### src/rtl/alu_result_stage_if.sv
// ---------------------------------------------------------------------------
// alu_result_stage_if
//   Bundles the upstream (adder/subtractor -> stage) and downstream
//   (stage -> consumer) streams of the ALU result stage.
//
//   Handshake semantics for both streams: a transfer happens on a rising
//   clock edge where valid & ready are both 1. A producer holding valid=1
//   keeps its payload stable until that transfer. Ready may be asserted
//   without valid.
//
//   Signals
//     in_valid / in_ready    upstream handshake
//     in_a, in_b, in_k       operands and mode (0 = a+b, 1 = a-b)
//     in_sum, in_cout        adder/subtractor result and carry-out
//     out_valid / out_ready  downstream handshake
//     out_result             registered sum
//     out_c/z/n/v            carry, zero, negative, signed-overflow flags
//
//   Modports
//     slave   the result stage itself (consumes in_*, produces out_*)
//     master  the environment around the stage (drives in_*, out_ready)
// ---------------------------------------------------------------------------
interface alu_result_stage_if #(
  parameter int WIDTH = 8
);
  logic             in_valid;
  logic             in_ready;
  logic [WIDTH-1:0] in_a;
  logic [WIDTH-1:0] in_b;
  logic             in_k;
  logic [WIDTH-1:0] in_sum;
  logic             in_cout;
  logic             out_valid;
  logic             out_ready;
  logic [WIDTH-1:0] out_result;
  logic             out_c;
  logic             out_z;
  logic             out_n;
  logic             out_v;

  modport slave (
    input  in_valid, in_a, in_b, in_k, in_sum, in_cout, out_ready,
    output in_ready, out_valid, out_result, out_c, out_z, out_n, out_v
  );

  modport master (
    output in_valid, in_a, in_b, in_k, in_sum, in_cout, out_ready,
    input  in_ready, out_valid, out_result, out_c, out_z, out_n, out_v
  );
endinterface

### src/rtl/alu_result_stage.sv
// ---------------------------------------------------------------------------
// alu_result_stage
//   Registered output stage behind the 8-bit adder/subtractor. Captures each
//   accepted result together with its C/Z/N/V flags into a two-entry skid
//   buffer (main = output register, skid = overflow entry) so downstream
//   backpressure never drops or duplicates a result. Also keeps a sticky
//   overflow flag and a wrapping delivered-result counter.
//
//   Ports
//     clk         system clock, all state on rising edge
//     rst_n       asynchronous active-low reset
//     bus         alu_result_stage_if.slave: upstream/downstream streams
//     clr         synchronous clear of sticky_v and result_cnt
//     sticky_v    set once any delivered result had V=1
//     result_cnt  number of delivered results, wraps
//     state       current buffer state (EMPTY/ONE/TWO) for observation
//
//   Handshake: accept = in_valid & in_ready, deliver = out_valid & out_ready,
//   both evaluated at the rising edge. in_ready is a register that is 0 only
//   while both entries are occupied; out_valid is 1 whenever main holds an
//   entry, and main does not change while out_valid & ~out_ready.
// ---------------------------------------------------------------------------
module alu_result_stage #(
  parameter int WIDTH = 8,
  parameter int CNT_W = 8
) (
  input  logic             clk,
  input  logic             rst_n,
  alu_result_stage_if.slave bus,
  input  logic             clr,
  output logic             sticky_v,
  output logic [CNT_W-1:0] result_cnt,
  output logic [1:0]       state
);

  localparam logic [1:0] EMPTY = 2'd0;
  localparam logic [1:0] ONE   = 2'd1;
  localparam logic [1:0] TWO   = 2'd2;

  localparam int MSB = WIDTH - 1;

  typedef struct packed {
    logic [WIDTH-1:0] result;
    logic             c;
    logic             z;
    logic             n;
    logic             v;
  } entry_t;

  logic [1:0]       state_q, state_d;
  logic             in_ready_q;
  entry_t           main_q, skid_q;
  entry_t           in_entry;
  logic             accept, deliver;
  logic             load_main, load_skid, main_from_skid;
  logic             sticky_q;
  logic [CNT_W-1:0] cnt_q;

  // Flags derived from the raw adder inputs. For subtraction the operand
  // signs must differ for overflow to be possible; for addition they must
  // match. In both cases overflow shows as the sum sign leaving a's sign.
  always_comb begin
    in_entry        = '0;
    in_entry.result = bus.in_sum;
    in_entry.c      = bus.in_cout;
    in_entry.z      = ~|bus.in_sum;
    in_entry.n      = bus.in_sum[MSB];
    if (bus.in_k)
      in_entry.v = (bus.in_a[MSB] != bus.in_b[MSB]) &
                   (bus.in_sum[MSB] != bus.in_a[MSB]);
    else
      in_entry.v = (bus.in_a[MSB] == bus.in_b[MSB]) &
                   (bus.in_sum[MSB] != bus.in_a[MSB]);
  end

  assign accept  = bus.in_valid & in_ready_q;
  assign deliver = (state_q != EMPTY) & bus.out_ready;

  always_comb begin
    state_d        = state_q;
    load_main      = 1'b0;
    load_skid      = 1'b0;
    main_from_skid = 1'b0;
    case (state_q)
      EMPTY: begin
        if (accept) begin
          load_main = 1'b1;
          state_d   = ONE;
        end
      end
      ONE: begin
        if (accept && deliver) begin
          load_main = 1'b1;
        end else if (accept) begin
          load_skid = 1'b1;
          state_d   = TWO;
        end else if (deliver) begin
          state_d   = EMPTY;
        end
      end
      TWO: begin
        // in_ready is 0 here, so accept cannot occur.
        if (deliver) begin
          main_from_skid = 1'b1;
          state_d        = ONE;
        end
      end
      default: state_d = EMPTY;
    endcase
  end

  always_ff @(posedge clk or negedge rst_n) begin
    if (!rst_n) begin
      state_q    <= EMPTY;
      in_ready_q <= 1'b1;
      main_q     <= '0;
      skid_q     <= '0;
    end else begin
      state_q    <= state_d;
      in_ready_q <= (state_d != TWO);
      if (load_main)
        main_q <= in_entry;
      else if (main_from_skid)
        main_q <= skid_q;
      if (load_skid)
        skid_q <= in_entry;
    end
  end

  // clr beats a delivery for the counter, but a delivered overflow beats
  // clr for the sticky flag so an overflow is never silently lost.
  always_ff @(posedge clk or negedge rst_n) begin
    if (!rst_n) begin
      sticky_q <= 1'b0;
      cnt_q    <= '0;
    end else begin
      if (clr)
        cnt_q <= '0;
      else if (deliver)
        cnt_q <= cnt_q + 1'b1;

      if (deliver && main_q.v)
        sticky_q <= 1'b1;
      else if (clr)
        sticky_q <= 1'b0;
    end
  end

  assign bus.in_ready   = in_ready_q;
  assign bus.out_valid  = (state_q != EMPTY);
  assign bus.out_result = main_q.result;
  assign bus.out_c      = main_q.c;
  assign bus.out_z      = main_q.z;
  assign bus.out_n      = main_q.n;
  assign bus.out_v      = main_q.v;

  assign sticky_v   = sticky_q;
  assign result_cnt = cnt_q;
  assign state      = state_q;

endmodule
### src/flat_wrapper.sv
// flat-port wrapper written by rule: the top's interface ports become plain ports
module alu_result_stage_flat 
#(
  parameter int WIDTH = 8,
  parameter int CNT_W = 8
)
  (clk, rst_n, clr, sticky_v, result_cnt, state, bus_in_valid, bus_in_a, bus_in_b, bus_in_k, bus_in_sum, bus_in_cout, bus_out_ready, bus_in_ready, bus_out_valid, bus_out_result, bus_out_c, bus_out_z, bus_out_n, bus_out_v);
  alu_result_stage_if #(.WIDTH(WIDTH)) bus_i ();
  input  logic clk;
  input  logic rst_n;
  input  logic clr;
  output logic sticky_v;
  output logic [CNT_W-1:0] result_cnt;
  output logic [1:0] state;
  input wire logic [$bits(bus_i.in_valid)-1:0] bus_in_valid;
  input wire logic [$bits(bus_i.in_a)-1:0] bus_in_a;
  input wire logic [$bits(bus_i.in_b)-1:0] bus_in_b;
  input wire logic [$bits(bus_i.in_k)-1:0] bus_in_k;
  input wire logic [$bits(bus_i.in_sum)-1:0] bus_in_sum;
  input wire logic [$bits(bus_i.in_cout)-1:0] bus_in_cout;
  input wire logic [$bits(bus_i.out_ready)-1:0] bus_out_ready;
  output wire logic [$bits(bus_i.in_ready)-1:0] bus_in_ready;
  output wire logic [$bits(bus_i.out_valid)-1:0] bus_out_valid;
  output wire logic [$bits(bus_i.out_result)-1:0] bus_out_result;
  output wire logic [$bits(bus_i.out_c)-1:0] bus_out_c;
  output wire logic [$bits(bus_i.out_z)-1:0] bus_out_z;
  output wire logic [$bits(bus_i.out_n)-1:0] bus_out_n;
  output wire logic [$bits(bus_i.out_v)-1:0] bus_out_v;
  assign bus_i.in_valid = bus_in_valid;
  assign bus_i.in_a = bus_in_a;
  assign bus_i.in_b = bus_in_b;
  assign bus_i.in_k = bus_in_k;
  assign bus_i.in_sum = bus_in_sum;
  assign bus_i.in_cout = bus_in_cout;
  assign bus_i.out_ready = bus_out_ready;
  assign bus_in_ready = bus_i.in_ready;
  assign bus_out_valid = bus_i.out_valid;
  assign bus_out_result = bus_i.out_result;
  assign bus_out_c = bus_i.out_c;
  assign bus_out_z = bus_i.out_z;
  assign bus_out_n = bus_i.out_n;
  assign bus_out_v = bus_i.out_v;
  alu_result_stage #(.WIDTH(WIDTH), .CNT_W(CNT_W)) u_core (.clk(clk), .rst_n(rst_n), .bus(bus_i), .clr(clr), .sticky_v(sticky_v), .result_cnt(result_cnt), .state(state));
endmodule
### config.mk
export PLATFORM = sky130hd
export DESIGN_NAME = alu_result_stage_flat
export DESIGN_NICKNAME = d
export VERILOG_FILES = /design/src/rtl/alu_result_stage_if.sv /design/src/rtl/alu_result_stage.sv /design/src/flat_wrapper.sv
export SDC_FILE = /design/constraint.sdc
export NUM_CORES = 1
export LEC_CHECK = 0
export ABC_AREA = 1
export ABC_CLOCK_PERIOD_IN_PS = 1200
export CORE_MARGIN = 8
export CORE_UTILIZATION = 41
export CTS_CLUSTER_DIAMETER = 200
export DETAILED_ROUTE_END_ITERATION = 10
export MAX_ROUTING_LAYER = met4
export PLACE_DENSITY = 0.83
export SLEW_MARGIN = 25
export SYNTH_ARGS = -nofsm -noshare
export SYNTH_HDL_FRONTEND = slang
export SYNTH_SLANG_ARGS = --single-unit
### constraint.sdc
create_clock -name clk -period 1.2 [get_ports clk]
set_input_delay 0.24 -clock clk [delete_from_list [all_inputs] [get_ports clk]]
set_output_delay 0.24 -clock clk [all_outputs]
set_load 0.02 [all_outputs]
==> summary.md <==
| Metric | Value |
|---|---|
| Status | finished with violations |
| Failing checks | setup timing |
| Post-CTS Hold Fix Bufs | 0 |
| Final #Nets | 326 |
| Fin area | 0.00269 sq mm |
| R2R cell count | 8 |
| CTS Buf Count | 5 |
| Routability congestion estimate | 0.838 |
| RSZ-0062 raised after global routing | yes |
| Sequential share of the synthesized area | 50.7% |
| Largest net degree at the start of global routing | 21 |
| Crit path max fanout | 7 |
| Peak supply drop | 830 uV |
| Drt initial violations | 67 |
| Yosys top cell by area | dfrtp_1 |
| Syn nets | 244 |
| DPL Wire Length | 3380 um |
| Routed vias/inst | 5.05 |
| Max_cap viols | 0 |
| Inserted Diodes | 0 |
| Critical path class | register to register |
| Placed cell areas | 0.00240 sq mm |
| Post-DRT Antenna Nets | 0 |
| Cell variety after synth | 23 |
| Synthesized flop and latch total | 34 |
| Total grt overflow | 0 |
| Gr usage total | 15.8% |
| Synth warn | 0 |
| Period utilization | 110% |
| Headroom to the max-slew limit | 81.9% |
| Hold WC Path Type | input pin to asynchronous set/reset pin |
| Startpoint Class | register |
| Residual DRC | 0 |
| Die footprint | 0.00640 sq mm |
| Final setup skew | 4.33 ps |
| Starting Density | 42.3% |
| Highest clock rate | 757 MHz |
| Die X | 80.0 um |
| Most common cell after layout, fill and taps aside | nand2_1 |
| Clk_lat worst skew | 280 ps |
| CTS tree | yes |
| Critical path arrival | 1540 ps |
| Synth area leaders | dfrtp_1 49%, nand2_1 18%, nand3_1 6.3% |
| Fin Setup TNS | -1790 ps |
| Vias after detailed routing | 1741 |
| CTS Buffer Depth | 2 |
| Post-synthesis cell count | 212 |
| Clk slew on worst S/H paths | 70 ps |
| Mapped Area | 0.00168 sq mm |
| Total iterations of the first detailed-routing run | 4 |
| Avg Cell Area, Syn | 7.93 sq um |
| First-pass GRT wire length | 7750 um |
| Flop2flop setup slack | -120 ps |
| Boundary Pins | 56 |
| Min cycle time layout | 1320 ps |
| Area Overhead vs Synth | 59.9% |
| Die Span Y | 80.0 um |
| Commonest non-fill, non-tap cells in the layout | 65 x nand2_1, 30 x dfrtp_1, 29 x buf_4, 22 x inv_1 |
| Worst-Margin Slew | 270 ps |
| Slew Viols, Final | 0 |
| CTS Root Cell | clkbuf_8 |
| RR Endpoint | u_core.skid_q[2] |
| Synth top area share | 49.1% |
| Vias in the first global route | 1771 |
| # H-tree levels | 2 |
| # rows | 23 |
| Reg-to-reg startpoint | u_core.bus.in_ready |
| Post-Route WL | 4890 um |
| Avg WL per Cell | 14.2 um |
| Setup violators final | 26 |
| Clk sinks | 34 |
| IO buf count | 41 |
| Cell area power density | 1970 mW/mm^2 |
| Hold Vio Cnt, Final | 0 |
| Placeable Area | 0.00397 sq mm |
| Initial antenna violation count | 0 |
| Lkg Pwr | 1.38 nW |
| Share of layout cells above drive strength 1 | 41.7% |
| Critical path required time | 1410 ps |
| Setup ws final | -121 ps |
| Critical path endpoint category | register |
| Critical Path Start | u_core.bus.in_ready |
layer usage:
layer	routed length (um)	vias up	track usage [%]
met1	1890	835	16.6
met4	95	0	5.27
met3	288	12	4.50
met5	0	-	-
li1	-	830	-
met2	2620	64	27.5
cell usage after synthesis:
library cell and n:
o21ai_2 6, inv_4 1, inv_2 3, dfrtp_1 33
o211ai_1 1, ha_1 1, clkinv_1 1, o31ai_1 1
nor2_1 13, nand2_4 1, nor2_2 3, o21ai_0 7
buf_6 2, nand3_1 21, dfstp_2 1, o21ai_1 2
a21oi_1 3, buf_4 3, a22o_1 1, nand2_1 80
inv_1 24, nor2_8 1, nand4_1 3
flip-flops by register name, summed over array words and instances (netlist names), 2 cells and up:
name	flops
u_core.result_cnt	8
u_core.bus.out_result	7
u_core.state	2
u_core.skid_q	11
logic make-up after synthesis:
family          count (synthesis)  synth area share [%]
flops                          34                  50.7
simple gates                  122                  31.1
fa+ha+maj                       1                 0.744
compound gates                 21                  8.12
buf+inv                        34                  9.31
repair_timing:
item	CTS	global route
endpoints found under the setup margin	55	42
pin swaps	1	13
setup buffers	1	2
cloned	1	0
gates resized for setup	107	46
stage by stage:
step | power [mW] | worst slack, ps | hold WS, ps | instances | util, %
2_1_floorplan | 2.98 | -125 | -55.6 | 212 | -
6_report | 5.28 | -121 | 299 | 345 | 67.7
3_5_place_dp | 4.14 | -325 | 456 | 334 | 60.5
3_3_place_gp | 4.06 | -267 | 449 | 334 | 60.5
5_1_grt | 5.60 | -189 | 302 | 345 | 67.7
4_1_cts | 5.10 | -98.8 | 299 | 343 | 65.1
how the worst max path moves through the flow:
stage | to | slack [ps]
after detailed placement | u_core.bus.out_result[1] | -330
after global placement | u_core.bus.out_result[0] | -270
after CTS | u_core.bus.out_v | -100
final | u_core.skid_q[2] | -120
after floorplan | u_core.skid_q[11] | -120
after global routing | u_core.skid_q[2] | -190
power by group:
group / total [mW] / leakage (nW) / internal (mW) / switching (mW)
clock: 0.878 / 0.0482 / 0.463 / 0.415
combinational: 2.58 / 0.898 / 1.16 / 1.42
sequential: 1.82 / 0.430 / 1.57 / 0.256
total: 5.28 / 1.38 / 3.19 / 2.10
final cells by class:
type                            instances  area (sq um)
Fill cell                             316          1280
Multi-Input combinational cell        144           861
Sequential cell                        34           856
Timing Repair Buffer                   80           701
Inverter                               29           116
Clock buffer                            7          86.3
Tap cell                               50          62.6
Clock inverter                          1          5.00
worst max-delay path, cell delays in order, from the launching register on:
cell and delay, ps:
dfstp_2 530, nand2_2 50, inv_2 70, nand2_4 70, buf_12 130, nor2_8 120
buf_6 160, nand2_2 70, o21ai_2 50
No activity file was read; power rests on OpenSTA's default activity.
